## config.mk

```make
export PLATFORM = sky130hd
export DESIGN_NAME = digital_crown_encoder_flat
export DESIGN_NICKNAME = d
export VERILOG_FILES = /design/src/rtl/digital_crown_encoder_if.sv /design/src/rtl/digital_crown_encoder.sv /design/src/flat_wrapper.sv
export SDC_FILE = /design/constraint.sdc
export NUM_CORES = 1
export LEC_CHECK = 0
export BUFFER_PORTS_ARGS = -buffer_cell sky130_fd_sc_hd__buf_2
export CAP_MARGIN = 20
export CORE_AREA = 10 10 78 80
export CTS_BUF_LIST = sky130_fd_sc_hd__clkbuf_8
export CTS_CLUSTER_SIZE = 28
export DETAILED_ROUTE_END_ITERATION = 6
export DIE_AREA = 0 0 88 90
export PLACE_DENSITY = 0.61
export SYNTH_ARGS = -nofsm -noshare
export SYNTH_HDL_FRONTEND = slang
export SYNTH_SLANG_ARGS = --single-unit
export TNS_END_PERCENT = 100
```

## constraint.sdc

```tcl
create_clock -name clk -period 3.64 [get_ports clk]
set_input_delay 0.546 -clock clk [delete_from_list [all_inputs] [get_ports clk]]
set_output_delay 0.546 -clock clk [all_outputs]
set_load 0.02 [all_outputs]
```

## src/rtl/digital_crown_encoder_if.sv

```systemverilog
// rtl/digital_crown_encoder_if.sv - crown contact inputs and crown value/strobe outputs
interface digital_crown_encoder_if;
    logic       En;
    logic       clear;
    logic       crown_a;
    logic       crown_b;
    logic [9:0] DigitalCrownValue;
    logic       step_pulse;
    logic       step_dir;
    logic       err_pulse;

    modport master (
        output En, clear, crown_a, crown_b,
        input  DigitalCrownValue, step_pulse, step_dir, err_pulse
    );

    modport slave (
        input  En, clear, crown_a, crown_b,
        output DigitalCrownValue, step_pulse, step_dir, err_pulse
    );
endinterface

```

## src/rtl/digital_crown_encoder.sv

```systemverilog
// rtl/digital_crown_encoder.sv - sync, debounce and quadrature-decode the crown into a 10-bit value
module digital_crown_encoder #(
    parameter int DEBOUNCE_CYCLES = 1000,
    parameter int STEP            = 16,
    parameter int WRAP            = 1,
    parameter int RESET_VALUE     = 0
) (
    input  logic                   clk,
    input  logic                   rst,
    digital_crown_encoder_if.slave bus
);
    localparam int CW = (DEBOUNCE_CYCLES > 1) ? $clog2(DEBOUNCE_CYCLES) : 1;
    localparam logic [CW-1:0]     CNT_MAX = CW'(DEBOUNCE_CYCLES - 1);
    localparam logic [9:0]        RST_V   = 10'(RESET_VALUE);
    localparam logic [9:0]        STEP_V  = 10'(STEP);
    localparam logic signed [2:0] ACC_MAX = 3'sd3;
    localparam logic signed [2:0] ACC_MIN = -3'sd3;

    logic          r_a_s1, r_a_s2, r_b_s1, r_b_s2;
    logic          r_a_db, r_b_db;
    logic [CW-1:0] r_a_cnt, r_b_cnt;
    logic [1:0]    r_prev;
    logic signed [2:0] r_acc;
    logic [9:0]    r_value;
    logic          r_step_pulse, r_step_dir, r_err_pulse;

    logic [1:0]    w_cur;
    logic          w_cw, w_ccw, w_illegal;
    logic [10:0]   w_up_sum;
    logic [9:0]    w_up_val, w_dn_val;
    logic signed [2:0] w_acc_nxt;
    logic [9:0]    w_value_nxt;
    logic          w_step_nxt, w_dir_nxt;

    always_ff @(posedge clk or posedge rst) begin
        if (rst) begin
            r_a_s1 <= 1'b0;
            r_a_s2 <= 1'b0;
            r_b_s1 <= 1'b0;
            r_b_s2 <= 1'b0;
        end else begin
            r_a_s1 <= bus.crown_a;
            r_a_s2 <= r_a_s1;
            r_b_s1 <= bus.crown_b;
            r_b_s2 <= r_b_s1;
        end
    end

    // A channel is accepted only after differing for DEBOUNCE_CYCLES consecutive cycles.
    always_ff @(posedge clk or posedge rst) begin
        if (rst) begin
            r_a_db  <= 1'b0;
            r_a_cnt <= '0;
        end else if (r_a_s2 == r_a_db) begin
            r_a_cnt <= '0;
        end else if (r_a_cnt == CNT_MAX) begin
            r_a_db  <= r_a_s2;
            r_a_cnt <= '0;
        end else begin
            r_a_cnt <= r_a_cnt + 1'b1;
        end
    end

    always_ff @(posedge clk or posedge rst) begin
        if (rst) begin
            r_b_db  <= 1'b0;
            r_b_cnt <= '0;
        end else if (r_b_s2 == r_b_db) begin
            r_b_cnt <= '0;
        end else if (r_b_cnt == CNT_MAX) begin
            r_b_db  <= r_b_s2;
            r_b_cnt <= '0;
        end else begin
            r_b_cnt <= r_b_cnt + 1'b1;
        end
    end

    assign w_cur     = {r_a_db, r_b_db};
    assign w_cw      = (r_prev == 2'b00 && w_cur == 2'b01) || (r_prev == 2'b01 && w_cur == 2'b11) ||
                       (r_prev == 2'b11 && w_cur == 2'b10) || (r_prev == 2'b10 && w_cur == 2'b00);
    assign w_ccw     = (r_prev == 2'b01 && w_cur == 2'b00) || (r_prev == 2'b11 && w_cur == 2'b01) ||
                       (r_prev == 2'b10 && w_cur == 2'b11) || (r_prev == 2'b00 && w_cur == 2'b10);
    assign w_illegal = (r_prev ^ w_cur) == 2'b11;

    assign w_up_sum = {1'b0, r_value} + {1'b0, STEP_V};
    assign w_up_val = (WRAP != 0) ? w_up_sum[9:0] : (w_up_sum[10] ? 10'h3FF : w_up_sum[9:0]);
    assign w_dn_val = (WRAP != 0 || r_value >= STEP_V) ? (r_value - STEP_V) : 10'd0;

    // The accumulator never holds +-4: the fourth quarter steps the value and clears it instead.
    always_comb begin
        w_acc_nxt   = r_acc;
        w_value_nxt = r_value;
        w_step_nxt  = 1'b0;
        w_dir_nxt   = r_step_dir;
        if (bus.clear) begin
            w_acc_nxt   = '0;
            w_value_nxt = RST_V;
        end else if (!bus.En) begin
            w_acc_nxt = '0;
        end else if (w_cw) begin
            if (r_acc == ACC_MAX) begin
                w_acc_nxt   = '0;
                w_value_nxt = w_up_val;
                w_step_nxt  = 1'b1;
                w_dir_nxt   = 1'b1;
            end else begin
                w_acc_nxt = r_acc + 3'sd1;
            end
        end else if (w_ccw) begin
            if (r_acc == ACC_MIN) begin
                w_acc_nxt   = '0;
                w_value_nxt = w_dn_val;
                w_step_nxt  = 1'b1;
                w_dir_nxt   = 1'b0;
            end else begin
                w_acc_nxt = r_acc - 3'sd1;
            end
        end
    end

    always_ff @(posedge clk or posedge rst) begin
        if (rst) begin
            r_prev       <= 2'b00;
            r_acc        <= '0;
            r_value      <= RST_V;
            r_step_pulse <= 1'b0;
            r_step_dir   <= 1'b0;
            r_err_pulse  <= 1'b0;
        end else begin
            r_prev       <= w_cur;
            r_acc        <= w_acc_nxt;
            r_value      <= w_value_nxt;
            r_step_pulse <= w_step_nxt;
            r_step_dir   <= w_dir_nxt;
            r_err_pulse  <= w_illegal;
        end
    end

    assign bus.DigitalCrownValue = r_value;
    assign bus.step_pulse        = r_step_pulse;
    assign bus.step_dir          = r_step_dir;
    assign bus.err_pulse         = r_err_pulse;
endmodule

```

## src/flat_wrapper.sv

```systemverilog
// flat-port wrapper written by rule: the top's interface ports become plain ports
module digital_crown_encoder_flat 
#(
    parameter int DEBOUNCE_CYCLES = 1000,
    parameter int STEP            = 16,
    parameter int WRAP            = 1,
    parameter int RESET_VALUE     = 0
)
  (clk, rst, bus_En, bus_clear, bus_crown_a, bus_crown_b, bus_DigitalCrownValue, bus_step_pulse, bus_step_dir, bus_err_pulse);
  digital_crown_encoder_if bus_i ();
  input  logic clk;
  input  logic rst;
  input wire logic [$bits(bus_i.En)-1:0] bus_En;
  input wire logic [$bits(bus_i.clear)-1:0] bus_clear;
  input wire logic [$bits(bus_i.crown_a)-1:0] bus_crown_a;
  input wire logic [$bits(bus_i.crown_b)-1:0] bus_crown_b;
  output wire logic [$bits(bus_i.DigitalCrownValue)-1:0] bus_DigitalCrownValue;
  output wire logic [$bits(bus_i.step_pulse)-1:0] bus_step_pulse;
  output wire logic [$bits(bus_i.step_dir)-1:0] bus_step_dir;
  output wire logic [$bits(bus_i.err_pulse)-1:0] bus_err_pulse;
  assign bus_i.En = bus_En;
  assign bus_i.clear = bus_clear;
  assign bus_i.crown_a = bus_crown_a;
  assign bus_i.crown_b = bus_crown_b;
  assign bus_DigitalCrownValue = bus_i.DigitalCrownValue;
  assign bus_step_pulse = bus_i.step_pulse;
  assign bus_step_dir = bus_i.step_dir;
  assign bus_err_pulse = bus_i.err_pulse;
  digital_crown_encoder #(.DEBOUNCE_CYCLES(DEBOUNCE_CYCLES), .STEP(STEP), .WRAP(WRAP), .RESET_VALUE(RESET_VALUE)) u_core (.clk(clk), .rst(rst), .bus(bus_i));
endmodule
```

==> metrics.txt, run 1 <==
fin cells=about 260; Clock Sinks=40; total number of vias=around 1300; commonest non-fill, non-tap cell in the layout=dfrtp_1; final-layout fill cell count=around 430; IO Pins=19; CP startpoint kind=flip-flop; total track usage=0.0897; most frequent cells in the layout=40 x dfrtp_1, 27 x nor2_1, 17 x xnor2_1; DR WL/cell=around 12 um; largest family of logic cells by synthesized area=simple AND/OR/NAND/NOR gates; starting density of the core=0.432; share of cells above drive strength 1=0.148; GRT overflow=0; Synth Area in Compound Gates=0.0624; initial antenna violation count=0; max-slew violation count=0; Max Buffers Root-to-Sink=2; Synth Area in Adders=0.0668; Synth Area in XOR/XNOR=0.124; Critical Path AT=2.71 ns; number of synthesized flops with an enable pin=0; worst-skew pair later-pin latency=about 0.29 ns; H-tree levels=2; total CTS buffers=5; outcome=finished clean; Final Setup Violations=0; async set-reset flop share out of synthesis=1.00; die area=7920 um2; final core utilization=0.485; post-route cell area=around 2200 um2; Final Hold Vio Count=0; Crit. End Element=flip-flop; Residual DRC=0; Antenna Cells=0; CTS resizes=0; Syn. warnings=0; simple-gate area share of the yosys netlist=0.179; Post-DRT Antenna Nets=0; Max Cap Viol=0; CTS tree=done; fin nets=around 230; die height=~90 um; register area=1000 um2; port bufs=14; Via-to-Cell Ratio=4.86; pin count of the biggest net entering global routing=27; Leak=1.05 nW; RSZ-0062 raised after global routing=false; minimum clock period=approximately 2.5 ns; crit share post-route=0.697; WHS=around 0.35 ns; Synth Area per Inst=10.6 um2; DP Area=approximately 2100 um2; # placed instances=about 260; vias in the first global route=approximately 1400; Crit Path Max Fanout=10; postcts setup bufs=0; dpl hpwl=approximately 2.4 mm; final worst slack=1.10 ns; post-synthesis sequential area ratio=0.504; DP Worst Slack=~1.1 ns; post-synth cell types=36; Pwr Density=around 360 nW/um2; Detailed Route WL=3.17 mm; Design Power=slightly below 800 uW; WS Path Type=reg -> reg; Cells after Synth=187; footprint of the multi-input gates=between 900 and 1000 um2; Clock Tree Root=clkbuf_8; HP Class=in -> async; global-route wire length before repair=roughly 5.9 mm; CORE AREA=roughly 4600 um2; initial detailed-routing violation count=62; Worst Skew=roughly 0.0034 ns; Post-Syn Area=1980 um2; Die W=88 um; Reg clk slew, reported paths=about 0.070 ns; drt pass-1 iters=4; mux cell area share after synthesis=0.0296; area delta synth->final=12.4%; Synth Register Bits=40; # rows=25; GPL Wtd Cong=0.774; WP data required=around 3.8 ns; Most used DFF post-synth=dfrtp_1; R2R Setup Slk=1.10 ns; Peak VDD IR=just over 0.0002 V; setup TNS=0 ns; fmax=394 MHz; Hold-fix buffers, CTS=0
## worst max-delay path, stage by stage, from the launching register on
cell and delay (ns):
dfrtp_1 0.45, xnor2_1 0.25, nand2_1 0.30, ha_1 0.45, nand3_1 0.09, o2111ai_1 0.25, xor2_1 0.22, nand3_2 0.10
mux2_4 0.30
## synthesized netlist by cell type (3+ instances only)
cell     number  area [um2]
inv_1         9        33.8
xnor2_1      17         149
dfrtp_1      40        1000
buf_4         4        30.0
nand3_1       8        40.0
nor3_1        4        20.0
a22o_1        4        35.0
a21oi_1       4        20.0
o21ai_0       3        15.0
nand2_1      16        60.1
ha_1          9         113
nor2_1       27         101
and3_1        4        25.0
xor2_1       11        96.3
## routing by layer
metal  wire (um)  track usage
met2        1460        0.138
met5           0            0
met1        1500        0.108
met4          35       0.0399
met3         179       0.0325
## cell type report
class                      instances  area share
sequential                        40       0.449
multi-input combinational        137       0.417
timing repair buffer              16      0.0471
clock buffer                       6      0.0370
tap                               54      0.0303
inverter                           9      0.0151
clock inverter                     2     0.00449
## state kept, by name (all words and copies together) (netlist names)
signal	flops
u_core.r_prev	2
u_core.bus.err_pulse	1
u_core.r_b_s2	1
u_core.r_a_cnt	10
u_core.r_a_db	1
u_core.r_b_cnt	10
u_core.bus.DigitalCrownValue	6
u_core.r_a_s2	1
u_core.r_b_s1	1
u_core.bus.step_pulse	1
u_core.r_b_db	1
u_core.r_a_s1	1
u_core.bus.step_dir	1
u_core.r_acc	3
## path summary, 6_finish.rpt
kind	cells past startpoint	to	from
max	8	u_core.bus.DigitalCrownValue[9]	u_core.r_a_db
min reg2reg	0	u_core.r_a_s2	u_core.r_a_s1
min	3	u_core.r_a_db	rst
min in group clk	0	u_core.r_a_s2	u_core.r_a_s1
max reg2reg	8	u_core.bus.DigitalCrownValue[9]	u_core.r_a_db
max in group asynchronous	3	u_core.r_a_s2	rst
## where the power goes
part,switching (mW),internal [mW]
sequential,0.00515,0.452
combinational,0.0255,0.0134
clock,0.147,0.151
total,0.178,0.617
## cells by family (layout without fill, tap and decap cells)
group / after synthesis / in the layout
other cells: 1 / 4
buf+inv: 13 / 33
mux: 5 / 5
flops: 40 / 40
xor+xnor: 28 / 28
compound gates: 17 / 17
fa+ha+maj: 10 / 10
simple gates: 73 / 73
No activity file was read; power rests on OpenSTA's default activity.
==> run 2, diff against run 1 <==
--- a/config.mk
+++ b/config.mk
@@ -12,7 +12,7 @@
 export CTS_CLUSTER_SIZE = 28
 export DETAILED_ROUTE_END_ITERATION = 6
 export DIE_AREA = 0 0 88 90
-export PLACE_DENSITY = 0.61
+export PLACE_DENSITY = 0.63
 export SYNTH_ARGS = -nofsm -noshare
 export SYNTH_HDL_FRONTEND = slang
 export SYNTH_SLANG_ARGS = --single-unit
==> constraint.sdc (replaced) <==
create_clock -name clk -period 2.14 [get_ports clk]
set_input_delay 0.321 -clock clk [delete_from_list [all_inputs] [get_ports clk]]
set_output_delay 0.321 -clock clk [all_outputs]
set_load 0.02 [all_outputs]
==> run 2 against run 1 <==
Net effect: sequential cell count stayed put; clock-buffer cell count is 1 lower; clock power is 110% higher; critical path depth stayed put; via count is 5.1% higher; fmax is 22% higher; hold slack worse by 0.22 ns; cell area is 6.8% higher; largest cell class is now multi-input combinational cells.
==> metrics.txt, run 2 (synthesis gave the netlist of run 1 again) <==
outcome=finished clean; HP Class=in -> async; final worst slack=0.0686 ns (-1.03 ns); Worst Skew=0.00278 ns (-0.000609 ns); most frequent cells in the layout=40 x dfrtp_1, 27 x nor2_1, 16 x xnor2_1; Residual DRC=0 (unchanged); post-route cell area=2380 um2 (+6.8%); dpl hpwl=2.50 mm (+4.3%); drt pass-1 iters=4 (unchanged); crit share post-route=0.968 (+0.271); Top delay family on crit path=XOR/XNOR gates; die area=7920 um2 (unchanged); GPL Wtd Cong=0.773 (about the same); fin nets=234 (+4.0%); total number of vias=1348 (+5.1%); CORE AREA=4600 um2 (unchanged); Peak VDD IR=0.000357 V (+74%); Post-DRT Antenna Nets=0 (unchanged); initial detailed-routing violation count=48 (-23%); commonest non-fill, non-tap cell in the layout=dfrtp_1; Clock Sinks=40 (unchanged); Clock Tree Root=clkbuf_8; fin cells=273 (+3.4%); total track usage=0.0923 (+0.00262); IO Pins=19 (unchanged); max-slew violation count=0 (unchanged); die height=90 um (unchanged); DP Worst Slack=0.00959 ns (-1.13 ns); Critical path buffers and inverters=0 (unchanged); worst-skew pair later-pin latency=0.29 ns (about the same); Max stage delay on crit path=0.41 ns (-0.04 ns); Final Setup Violations=0 (unchanged); final-layout fill cell count=416 (-3.5%); DP Area=2180 um2 (+3.3%); GRT overflow=0 (unchanged); share of cells above drive strength 1=0.228 (+0.0807); # rows=25 (unchanged); Leak=1.10 nW (+4.6%); starting density of the core=0.432 (unchanged); Detailed Route WL=3.50 mm (+10%); Hold-fix buffers, CTS=0 (unchanged); initial antenna violation count=0 (unchanged); global-route wire length before repair=5.98 mm (+0.93%); Crit. End Element=flip-flop; Via-to-Cell Ratio=4.94 (+1.7%); Max Cap Viol=0 (unchanged); Final Hold Vio Count=0 (unchanged); Reg clk slew, reported paths=0.08 ns (about the same); WS Path Type=reg -> reg; Pwr Density=609 nW/um2 (+71%); vias in the first global route=1392 (+2.7%); pin count of the biggest net entering global routing=41 (+52%); Critical Path AT=2.25 ns (-0.46 ns); fmax=483 MHz (+22%); cell breakdown of the critical path=xnor2_2 -> nand2_4 -> ha_4 -> nand3_1 -> o2111ai_2 -> xor2_1 -> nand3_2 -> mux2_4; H-tree levels=2 (unchanged); CTS tree=done; area delta synth->final=20.1%; # placed instances=262 (+2.7%); Die W=88 um (unchanged); DR WL/cell=12.8 um (+6.5%); Antenna Cells=0 (unchanged); port bufs=14 (unchanged); minimum clock period=2.07 ns (-0.465 ns); total CTS buffers=5 (unchanged); WP data required=2.32 ns (-1.50 ns); Max Buffers Root-to-Sink=2 (unchanged); Crit Path Max Fanout=6 (-4); Slowest cell on crit path=dfrtp_1; CP startpoint kind=flip-flop
==> run 2: worst paths after layout <==
path | cells past startpoint | from | end | slack (ns)
worst max register to register | 8 | u_core.r_a_db | u_core.bus.DigitalCrownValue[9] | 0.07
min in group clk | 1 | bus_crown_a | u_core.r_a_s1 | 0.13
worst min-delay path | 3 | rst | u_core.bus.DigitalCrownValue[6] | 0.13
max in group asynchronous | 3 | rst | u_core.r_b_s1 | 1.68
worst max-delay path | 8 | u_core.r_a_db | u_core.bus.DigitalCrownValue[9] | 0.07
worst min register to register | 0 | u_core.r_b_s1 | u_core.r_b_s2 | 0.35
==> run 2: power breakdown <==
group / leakage (nW) / total (mW) / switching (mW) / internal (mW)
logic: 0.504 / 0.0590 / 0.0415 / 0.0175
registers: 0.544 / 0.777 / 0.00837 / 0.769
clock network: 0.0541 / 0.614 / 0.269 / 0.345
total: 1.10 / 1.45 / 0.319 / 1.13
==> run 2: final cells by class <==
cell class,count,area (um2),share of cell area
inverter,9,33.8,0.0142
clock buffer,5,68.8,0.0289
clock inverter,3,42.5,0.0179
tap,54,67.6,0.0284
sequential,40,1000,0.420
multi-input combinational,137,1020,0.426
timing repair buffer,25,153,0.0641
==> run 2: repair_timing <==
| action | 4_1_cts | 5_1_grt |
|---|---|---|
| gates resized for setup | 1 | 7 |
| gates cloned | 0 | 0 |
| setup buffers | 0 | 3 |
| setup endpoints to repair | 1 | 1 |
| pin swaps | 0 | 6 |
==> run 2: metrics by stage <==
stage	hold WS, ns	total power, mW	setup TNS [ns]	utilization
floorplan	0.331	0.839	0	-
global placement	0.333	0.852	0	0.474
detailed placement	0.335	0.853	0	0.474
CTS	0.119	1.47	0	0.501
global route	0.118	1.51	-0.0154	0.518
finish	0.130	1.45	0	0.518
==> run 2: worst register-to-register path, cell delays in order (launching register included) <==
cell and delay, ns:
dfrtp_1 0.41, xnor2_2 0.23, nand2_4 0.15, ha_4 0.31
nand3_1 0.09, o2111ai_2 0.18, xor2_1 0.19, nand3_2 0.10
mux2_4 0.29
==> run 2: per-layer routing <==
layer	global-route usage	vias up	wire length, um
met5	0	-	0
met4	0.0479	0	72
met3	0.0289	6	182
met2	0.144	24	1700
met1	0.109	645	1540
li1	-	673	-
==> run 3, diff against run 2 <==
--- a/config.mk
+++ b/config.mk
@@ -12,7 +12,7 @@
 export CTS_CLUSTER_SIZE = 28
 export DETAILED_ROUTE_END_ITERATION = 6
 export DIE_AREA = 0 0 88 90
-export PLACE_DENSITY = 0.63
+export PLACE_DENSITY = 0.61
 export SYNTH_ARGS = -nofsm -noshare
 export SYNTH_HDL_FRONTEND = slang
 export SYNTH_SLANG_ARGS = --single-unit
==> constraint.sdc (replaced) <==
create_clock -name clk -period 2.35 [get_ports clk]
set_input_delay 0.3525 -clock clk [delete_from_list [all_inputs] [get_ports clk]]
set_output_delay 0.3525 -clock clk [all_outputs]
set_load 0.02 [all_outputs]
==> run 3 against run 2 <==
Net effect: combinational power fell by 9.5%; hold slack better by 0.034 ns; sequential cell count stayed put; core utilization shrank 2.4 points; critical path depth stayed put; largest cell class is now sequential cells; die area stayed put; register-to-register slack better by 0.11 ns.
==> metrics.txt, run 3 (synthesis gave the netlist of run 1 again) <==
Worst Skew=0.00607 ns (+0.00329 ns); # rows=25 (unchanged); pin count of the biggest net entering global routing=41 (unchanged); Clock Sinks=40 (unchanged); Crit Path Max Fanout=6 (unchanged); Max Cap Viol=0 (unchanged); Die W=88 um (unchanged); total CTS buffers=5 (unchanged); Final Hold Vio Count=0 (unchanged); Critical Path AT=2.34 ns (+0.09 ns); total track usage=0.0940 (+0.00167); port bufs=14 (unchanged); WP data required=2.53 ns (+0.21 ns); CTS resizes=0 (-1); Clock Tree Root=clkbuf_8; Max Buffers Root-to-Sink=2 (unchanged); Via-to-Cell Ratio=4.87 (-1.3%); CP startpoint kind=flip-flop; Crit. End Element=flip-flop; outcome=finished clean; CORE AREA=4600 um2 (unchanged); crit share post-route=0.923 (-0.0450); global-route wire length before repair=6.17 mm (+3.2%); postcts setup bufs=0 (unchanged); CTS tree=done; WHS=0.164 ns (+0.0343 ns); met3 Use GR=0.0352 (+0.00632); Post-DRT Antenna Nets=0 (unchanged); total number of vias=1301 (-3.5%); met1 usage in global routing=0.110 (+0.00120); Residual DRC=0 (unchanged); Detailed Route WL=3.32 mm (-5.1%); WS Path Type=reg -> reg; Hold-fix buffers, CTS=0 (unchanged); die area=7920 um2 (unchanged); Peak VDD IR=0.000281 V (-21%); most frequent cells in the layout=40 x dfrtp_1, 27 x nor2_1, 16 x xnor2_1; # placed instances=259 (-1.1%); share of cells above drive strength 1=0.174 (-0.0546); vias in the first global route=1398 (+0.43%); starting density of the core=0.432 (unchanged); initial detailed-routing violation count=23 (-52%); H-tree levels=2 (unchanged); Reg clk slew, reported paths=0.07 ns (about the same); Leak=1.06 nW (-3.4%); IO Pins=19 (unchanged); minimum clock period=2.17 ns (+0.0975 ns); fin cells=267 (-2.2%); initial antenna violation count=0 (unchanged); drt pass-1 iters=4 (unchanged); HP Class=in -> reg; met2 usage=0.150 (+0.00546); area delta synth->final=14.6%; GRT overflow=0 (unchanged); setup TNS=0 ns (unchanged); post-route cell area=2270 um2 (-4.6%); DR WL/cell=12.4 um (-3.0%); worst-skew pair later-pin latency=0.29 ns (about the same); max-slew violation count=0 (unchanged); die height=90 um (unchanged); RSZ-0062 raised after global routing=false; Antenna Cells=0 (unchanged); Pwr Density=536 nW/um2 (-12%); commonest non-fill, non-tap cell in the layout=dfrtp_1; fin nets=228 (-2.6%); DP Area=2140 um2 (-1.8%); GPL Wtd Cong=0.762 (-1.5%); Final Setup Violations=0 (unchanged); gr busiest metal=met2; fmax=461 MHz (-4.5%); dpl hpwl=2.45 mm (-2.0%); Design Power=1.22 mW (-16%)
==> run 3: cell count changes in the layout (fill, tap and decap cells not counted), sizes merged <==
cell	delta
clkbuf	+1
bufinv	-1
inv	+2
clkinv	-1
clkinvlp	-1
buf	-6
==> run 3: metal layers <==
| metal | vias up | share of wire |
|---|---|---|
| li1 | 665 | - |
| met1 | 614 | 0.45 |
| met2 | 18 | 0.48 |
| met3 | 4 | 0.059 |
| met4 | 0 | 0.013 |
| met5 | - | 0 |
==> run 3: metrics by stage <==
step                 util  worst slack, ns
global route        0.494           0.0124
floorplan               -            0.104
detailed placement  0.466           0.0466
CTS                 0.485           0.0308
global placement    0.466            0.100
finish              0.494            0.181
==> run 3: layout make-up <==
class                      instances  area, um2
multi-input combinational        137        973
clock buffer                       6       82.6
fill                             436       2320
sequential                        40       1000
clock inverter                     2       7.51
tap                               54       67.6
timing repair buffer              19        108
inverter                           9       33.8
==> run 3: path summary, 6_finish.rpt <==
kind | from | to | slack (ns) | depth (start not counted)
max | u_core.r_prev[0] | u_core.bus.DigitalCrownValue[9] | 0.18 | 8
min | bus_crown_a | u_core.r_a_s1 | 0.16 | 1
max reg2reg | u_core.r_prev[0] | u_core.bus.DigitalCrownValue[9] | 0.18 | 8
min reg2reg | u_core.r_b_s1 | u_core.r_b_s2 | 0.35 | 0
max in group asynchronous | rst | u_core.r_b_cnt[3] | 1.84 | 3
min in group asynchronous | rst | u_core.r_a_cnt[5] | 0.17 | 3
==> run 3: power by group <==
part / switching, mW / total [mW] / leakage [nW] / internal [mW]
Clock: 0.226 / 0.457 / 0.0538 / 0.231
Sequential: 0.00819 / 0.709 / 0.544 / 0.701
Combinational: 0.0375 / 0.0534 / 0.468 / 0.0159
Total: 0.272 / 1.22 / 1.06 / 0.947
==> run 3: worst max-delay path: stages, from the launching register on <==
cell and delay (ns):
dfrtp_1 0.42, xnor2_2 0.22, nand2_2 0.18, ha_1 0.34
nand3_1 0.08, o2111ai_1 0.23, xor2_1 0.21, nand3_2 0.10
mux2_4 0.30
